`src/rtl/lbr_drain_unit_if.sv`:
```
// rtl/lbr_drain_unit_if.sv - control, LBR read port and entry stream bundle of the LBR drain unit
interface lbr_drain_unit_if #(
   parameter int DATA_WIDTH = 64,
   parameter int LBR_SIZE   = 16,
   parameter int IDX_W      = $clog2(LBR_SIZE),
   parameter int SEL_W      = $clog2(LBR_SIZE) + 2
);
   logic                  start;
   logic                  busy;
   logic                  done;
   logic                  lbr_freeze;
   logic [SEL_W-1:0]      lbr_read_sel;
   logic [DATA_WIDTH-1:0] lbr_read_data;
   logic                  out_valid;
   logic                  out_ready;
   logic [IDX_W-1:0]      out_index;
   logic [DATA_WIDTH-1:0] out_from;
   logic [DATA_WIDTH-1:0] out_to;
   logic                  out_last;

   modport master (
      input  start, lbr_read_data, out_ready,
      output busy, done, lbr_freeze, lbr_read_sel,
             out_valid, out_index, out_from, out_to, out_last
   );

   modport slave (
      output start, lbr_read_data, out_ready,
      input  busy, done, lbr_freeze, lbr_read_sel,
             out_valid, out_index, out_from, out_to, out_last
   );
endinterface

```
`src/rtl/lbr_drain_unit.sv`:
```
// rtl/lbr_drain_unit.sv - freezes the LBR file and streams all from/to pairs oldest to newest
module lbr_drain_unit #(
   parameter int DATA_WIDTH = 64,
   parameter int LBR_SIZE   = 16,
   parameter int IDX_W      = $clog2(LBR_SIZE),
   parameter int SEL_W      = $clog2(LBR_SIZE) + 2
) (
   input  logic           clock,
   input  logic           reset,
   lbr_drain_unit_if.master bus
);
   typedef enum logic [2:0] {
      IDLE,
      RD_TOS,
      RD_FROM,
      RD_TO,
      SEND,
      DONE
   } state_t;

   localparam logic [SEL_W-1:0] TOS_SEL  = {1'b1, {(SEL_W-1){1'b0}}};
   localparam logic [IDX_W-1:0] LAST_IDX = IDX_W'(LBR_SIZE - 1);

   state_t                state, state_nxt;
   logic [IDX_W-1:0]      ptr, ptr_nxt;
   logic [IDX_W-1:0]      cnt, cnt_nxt;
   logic [IDX_W-1:0]      slot;
   logic [DATA_WIDTH-1:0] from_q, from_nxt;
   logic [DATA_WIDTH-1:0] to_q, to_nxt;

   always_ff @(posedge clock) begin
      if (reset) begin
         state  <= IDLE;
         ptr    <= '0;
         cnt    <= '0;
         from_q <= '0;
         to_q   <= '0;
      end else begin
         state  <= state_nxt;
         ptr    <= ptr_nxt;
         cnt    <= cnt_nxt;
         from_q <= from_nxt;
         to_q   <= to_nxt;
      end
   end

   // TOS names the next slot to be written, which is the oldest live entry
   assign slot = ptr + cnt;

   always_comb begin
      state_nxt        = state;
      ptr_nxt          = ptr;
      cnt_nxt          = cnt;
      from_nxt         = from_q;
      to_nxt           = to_q;
      bus.lbr_read_sel = TOS_SEL;
      bus.out_valid    = 1'b0;
      bus.done         = 1'b0;
      case (state)
         IDLE: begin
            if (bus.start) state_nxt = RD_TOS;
         end
         RD_TOS: begin
            ptr_nxt   = bus.lbr_read_data[IDX_W-1:0];
            cnt_nxt   = '0;
            state_nxt = RD_FROM;
         end
         RD_FROM: begin
            bus.lbr_read_sel = {2'b00, slot};
            from_nxt         = bus.lbr_read_data;
            state_nxt        = RD_TO;
         end
         RD_TO: begin
            bus.lbr_read_sel = {2'b01, slot};
            to_nxt           = bus.lbr_read_data;
            state_nxt        = SEND;
         end
         SEND: begin
            bus.out_valid = 1'b1;
            if (bus.out_ready) begin
               if (cnt == LAST_IDX) begin
                  state_nxt = DONE;
               end else begin
                  cnt_nxt   = cnt + 1'b1;
                  state_nxt = RD_FROM;
               end
            end
         end
         DONE: begin
            bus.done  = 1'b1;
            state_nxt = IDLE;
         end
         default: state_nxt = IDLE;
      endcase
   end

   assign bus.busy       = (state != IDLE);
   assign bus.lbr_freeze = (state != IDLE);
   assign bus.out_index  = cnt;
   assign bus.out_from   = from_q;
   assign bus.out_to     = to_q;
   assign bus.out_last   = (state == SEND) && (cnt == LAST_IDX);
endmodule

```
`src/flat_wrapper.sv`:
```
// flat-port wrapper written by rule: the top's interface ports become plain ports
module lbr_drain_unit_flat 
#(
   parameter int DATA_WIDTH = 64,
   parameter int LBR_SIZE   = 16,
   parameter int IDX_W      = $clog2(LBR_SIZE),
   parameter int SEL_W      = $clog2(LBR_SIZE) + 2
)
  (clock, reset, bus_start, bus_lbr_read_data, bus_out_ready, bus_busy, bus_done, bus_lbr_freeze, bus_lbr_read_sel, bus_out_valid, bus_out_index, bus_out_from, bus_out_to, bus_out_last);
  lbr_drain_unit_if #(.DATA_WIDTH(DATA_WIDTH), .LBR_SIZE(LBR_SIZE), .IDX_W(IDX_W), .SEL_W(SEL_W)) bus_i ();
  input  logic clock;
  input  logic reset;
  input wire logic [$bits(bus_i.start)-1:0] bus_start;
  input wire logic [$bits(bus_i.lbr_read_data)-1:0] bus_lbr_read_data;
  input wire logic [$bits(bus_i.out_ready)-1:0] bus_out_ready;
  output wire logic [$bits(bus_i.busy)-1:0] bus_busy;
  output wire logic [$bits(bus_i.done)-1:0] bus_done;
  output wire logic [$bits(bus_i.lbr_freeze)-1:0] bus_lbr_freeze;
  output wire logic [$bits(bus_i.lbr_read_sel)-1:0] bus_lbr_read_sel;
  output wire logic [$bits(bus_i.out_valid)-1:0] bus_out_valid;
  output wire logic [$bits(bus_i.out_index)-1:0] bus_out_index;
  output wire logic [$bits(bus_i.out_from)-1:0] bus_out_from;
  output wire logic [$bits(bus_i.out_to)-1:0] bus_out_to;
  output wire logic [$bits(bus_i.out_last)-1:0] bus_out_last;
  assign bus_i.start = bus_start;
  assign bus_i.lbr_read_data = bus_lbr_read_data;
  assign bus_i.out_ready = bus_out_ready;
  assign bus_busy = bus_i.busy;
  assign bus_done = bus_i.done;
  assign bus_lbr_freeze = bus_i.lbr_freeze;
  assign bus_lbr_read_sel = bus_i.lbr_read_sel;
  assign bus_out_valid = bus_i.out_valid;
  assign bus_out_index = bus_i.out_index;
  assign bus_out_from = bus_i.out_from;
  assign bus_out_to = bus_i.out_to;
  assign bus_out_last = bus_i.out_last;
  lbr_drain_unit #(.DATA_WIDTH(DATA_WIDTH), .LBR_SIZE(LBR_SIZE), .IDX_W(IDX_W), .SEL_W(SEL_W)) u_core (.clock(clock), .reset(reset), .bus(bus_i));
endmodule
```
`config.mk`:
```
export PLATFORM = sky130hd
export DESIGN_NAME = lbr_drain_unit_flat
export DESIGN_NICKNAME = d
export VERILOG_FILES = /design/src/rtl/lbr_drain_unit_if.sv /design/src/rtl/lbr_drain_unit.sv /design/src/flat_wrapper.sv
export SDC_FILE = /design/constraint.sdc
export NUM_CORES = 1
export LEC_CHECK = 0
export ABC_AREA = 0
export BUFFER_PORTS_ARGS = -buffer_cell sky130_fd_sc_hd__buf_2
export CAP_MARGIN = 10
export CORE_ASPECT_RATIO = 1.75
export CORE_MARGIN = 2
export CORE_UTILIZATION = 43
export DETAILED_ROUTE_END_ITERATION = 12
export HOLD_SLACK_MARGIN = 0.05
export PLACE_DENSITY_LB_ADDON = 0.2
export REMOVE_ABC_BUFFERS = 1
export SLEW_MARGIN = 15
export SYNTH_ARGS = -nofsm -noshare
export SYNTH_HDL_FRONTEND = slang
export SYNTH_SLANG_ARGS = --single-unit
export TNS_END_PERCENT = 30
```
`constraint.sdc`:
```
create_clock -name clock -period 1.6 [get_ports clock]
set_clock_uncertainty 0.15 [all_clocks]
set_input_delay 0.24 -clock clock [delete_from_list [all_inputs] [get_ports clock]]
set_output_delay 0.24 -clock clock [all_outputs]
set_load 0.02 [all_outputs]
```
==> flow_summary.toml <==
[global_routing]
grt_start_max_net_pins = 81
first_global_vias = 6020
grt.total_usage = 0.2821
antenna_found_initial = 1
grt_first_pass_wirelength_um = 28510
sum_of_overflow_across_all_layers_after_global_routing = 0

[flow_run]
cap_viol_max_count = 0

[setup_path]
critPathLaunch = "u_core.ptr[1]"
worst-r2r-cell-count = 9
worstReg2RegEnd = "u_core.bus.out_to[27]"
worst-r2r-setup-slack_ps = -140
cp_num_buf_inv = 1
crit_path_cell_trace = "ha_4 -> a21o_1 -> a2111o_1 -> o21ai_1 -> buf_4"
r2r-start = "u_core.state[1]"
cp_data_arrival_time_ps = 1770
slowest_delay_ps = 370
timing.critical_path.fanout_max = 2
crit_slowest_cell = "a2111o_1"
endpoint = "bus_lbr_read_sel[3]"
endpoint_kind = "output pin"
worstSetupPathType = "flop to output pin"
path_depth = 5
critical-path-top-delay-family = "compound AO/OA/AOI/OAI gates"
cp.required_ps = 1210
critical_path.startpoint_type = "flop"

[floorplan]
die_width_um = 86.53
design.core.area_mm2 = 0.01158
die_area_mm2 = 0.01284
initial_core_utilization = 0.4425
fp-row-count = 52
die-height_um = 148.4
design.portCount = 211

[power]
seq_power_share = 0.395
net-switching-power_w = 0.002475
netSwitchingFraction = 0.2633
static-leakage-power_nw = 3.826
p_int_w = 0.006925
power.density_cell_area_mw_per_mm2 = 1046
ir_worst_vdd_mv = 1.085
power.share.clock = 0.425
pwr-share-comb = 0.179

[sta]
max_slew.worst_pin.slew_ps = 459.9
min_period_over_period = 1.352
fin_hold_ws_ps = 187.1
rsz0062_at_grt = "yes"
headroom_to_the_max_slew_limit = 0.6931
fin_ws_ps = -563.0
hold_violations = 0
report.final.slew_viol_count = 0
setup_viol = 118
max_freq_mhz = 462.3
post-route-min-period_ps = 2163

[clock_network]
clk-insertion-delay-late_ps = 410
worst_setup_hold_path_clk_slew_ps = 60
cts_buffers = 17
tritoncts_clock_tree = "done"
sink_count = 139
cts.root.buffer_cell = "clkbuf_16"
htreeDepth = 4
cts_max_path_buffers = 2

[detailed_routing]
drt_pass1_iterations = 7
drtIter0Drc = 301
vias_per_inst = 5.317
number_of_drc_violations_after_detailed_routing = 0
detailroute.via_count = 5897
routed_wire_length_per_instance_um = 18.46
finalWirelength_um = 20470
drtAntennaViolNets = 0

[synth]
synthMostInstantiatedCell = "nand2_1"
synth_edf_count = 0
async_reset_ff_frac = 0
synthDistinctLibCells = 44
commonest_register_cell_after_synthesis = "dfxtp_1"
ys_top_cells_by_area = "dfxtp_1 (54%), nand2_1 (19%), a21oi_1 (13%)"
ys_warn_count = 0
synth_top_cell_by_area = "dfxtp_1"
mapped_area_mm2 = 0.005125
postSynthRegisterBits = 139
synth_top_cells_by_count = "nand2_1 (258), dfxtp_1 (139), a21oi_1 (131)"
yosys.area.top_type_share = 0.5430
average_instance_area_after_synthesis_um2 = 7.970
syn_inst = 643
ys_seq_area_frac = 0.5430

[final_layout]
area_delta_synth_final_pct = 75.42
design.final.nets = 1034
final_layout_size_suffix_gt1_frac = 0.4481
finish.utilization = 0.7763

[status]
violated_checks = "negative setup slack"
run_status = "finished with violations"

[place]
hpwl_um = 10920
finalWeightedCongestion = 0.8785
place.port_buffers = 210

[hold_path]
worst_hold_path_type = "primary input to flop"
==> power groups by stage <==
stage / clock network (W) / registers [W] / logic, W
6_report: 0.00400 / 0.00371 / 0.00169
4_1_cts: 0.00402 / 0.00369 / 0.00137
5_1_grt: 0.00420 / 0.00373 / 0.00178
3_5_place_dp: 0 / 0.00377 / 0.00106
2_1_floorplan: 0 / 0.00393 / 0.000356
3_3_place_gp: 0 / 0.00376 / 0.00104
==> placed cells by master (no fill, tap or decap), types with 3 or more instances in the layout <==
master	n
nand2_4	17
buf_6	30
inv_1	4
bufinv_16	3
dlygate4sd3_1	65
buf_12	10
dfxtp_1	133
nor2_1	8
inv_2	3
or3b_4	4
mux2i_1	4
buf_4	28
buf_16	3
a21oi_2	51
dfxtp_2	3
dfxtp_4	3
nand2_1	217
buf_2	198
clkinv_4	3
clkbuf_16	28
a21oi_1	80
nand2_2	24
==> layout make-up <==
class	instances	area (um2)
Sequential cell	139	2798
Timing Repair Buffer	347	2778
Multi-Input combinational cell	448	2606
Fill cell	754	2591
Clock buffer	21	460.4
Tap cell	135	168.9
Clock inverter	10	141.4
Inverter	8	35.03
Antenna cell	1	2.502
==> through the flow <==
| stage | cell area, um2 | instances | setup slack [ps] | power, W | setup TNS [ps] |
|---|---|---|---|---|---|
| 2_1_floorplan | 4896 | 594 | -2848 | 0.004282 | -318960 |
| 3_3_place_gp | 6494 | 975 | -240.8 | 0.004800 | -642.5 |
| 3_5_place_dp | 6494 | 975 | -247.4 | 0.004828 | -1743 |
| 4_1_cts | 8193 | 1092 | -550.2 | 0.009084 | -3790 |
| 5_1_grt | 8990 | 1109 | -630.9 | 0.009706 | -13910 |
| 6_report | 8990 | 1109 | -563.0 | 0.009400 | -8731 |
==> state kept, by name, summed over array words and instances (netlist names) <==
name	count
u_core.state	3
u_core.bus.out_from	64
u_core.bus.out_to	64
u_core.bus.out_index	4
u_core.ptr	4
==> worst register-to-register path: stages, from the launching register on <==
cell and delay (ps):
dfxtp_4 370, buf_6 120, buf_6 110, nand3b_1 140
buf_4 150, buf_8 120, buf_8 150, clkbuf_16 180
nand2_4 50, a21oi_2 140
==> kinds of logic after synthesis <==
logic type / share of synthesized area
muxes: 0.01074
xor gates and xnor gates: 0.005128
DFF: 0.5430
adders and majority gates: 0.01367
buffers and inverters: 0.05151
and+or+nand+nor: 0.2280
AOI/OAI and AO/OA: 0.1480
==> routing by layer <==
metal  vias to the layer above  global-route usage  routed length, um
li1                       2740                   -                  -
met1                      2776              0.2716               6821
met2                       299              0.5288              11290
met3                        82             0.07103               1232
met4                         0              0.1547               1125
met5                         -                   0                  0
==> how the worst min path moves through the flow <==
stage,start,to,slack (ps),cells after the start
6_report,bus_out_ready,u_core.bus.out_index[1],190,4
5_1_grt,bus_out_ready,u_core.bus.out_index[1],170,4
4_1_cts,bus_out_ready,u_core.bus.out_index[1],140,4
3_5_place_dp,u_core.bus.out_from[23],u_core.bus.out_from[23],290,2
3_3_place_gp,u_core.bus.out_to[3],u_core.bus.out_to[3],290,2
2_1_floorplan,reset,u_core.bus.out_from[0],160,1
==> what timing repair did <==
item | CTS | global route
hold buffers | 65 | 0
endpoints found under the setup margin | 72 | 144
gates resized for setup | 70 | 134
gates cloned | 4 | 14
endpoints found under the hold margin | 133 | 0
pin swaps | 26 | 33
buffers inserted | 17 | 6
(Power assumes the default switching activity.)
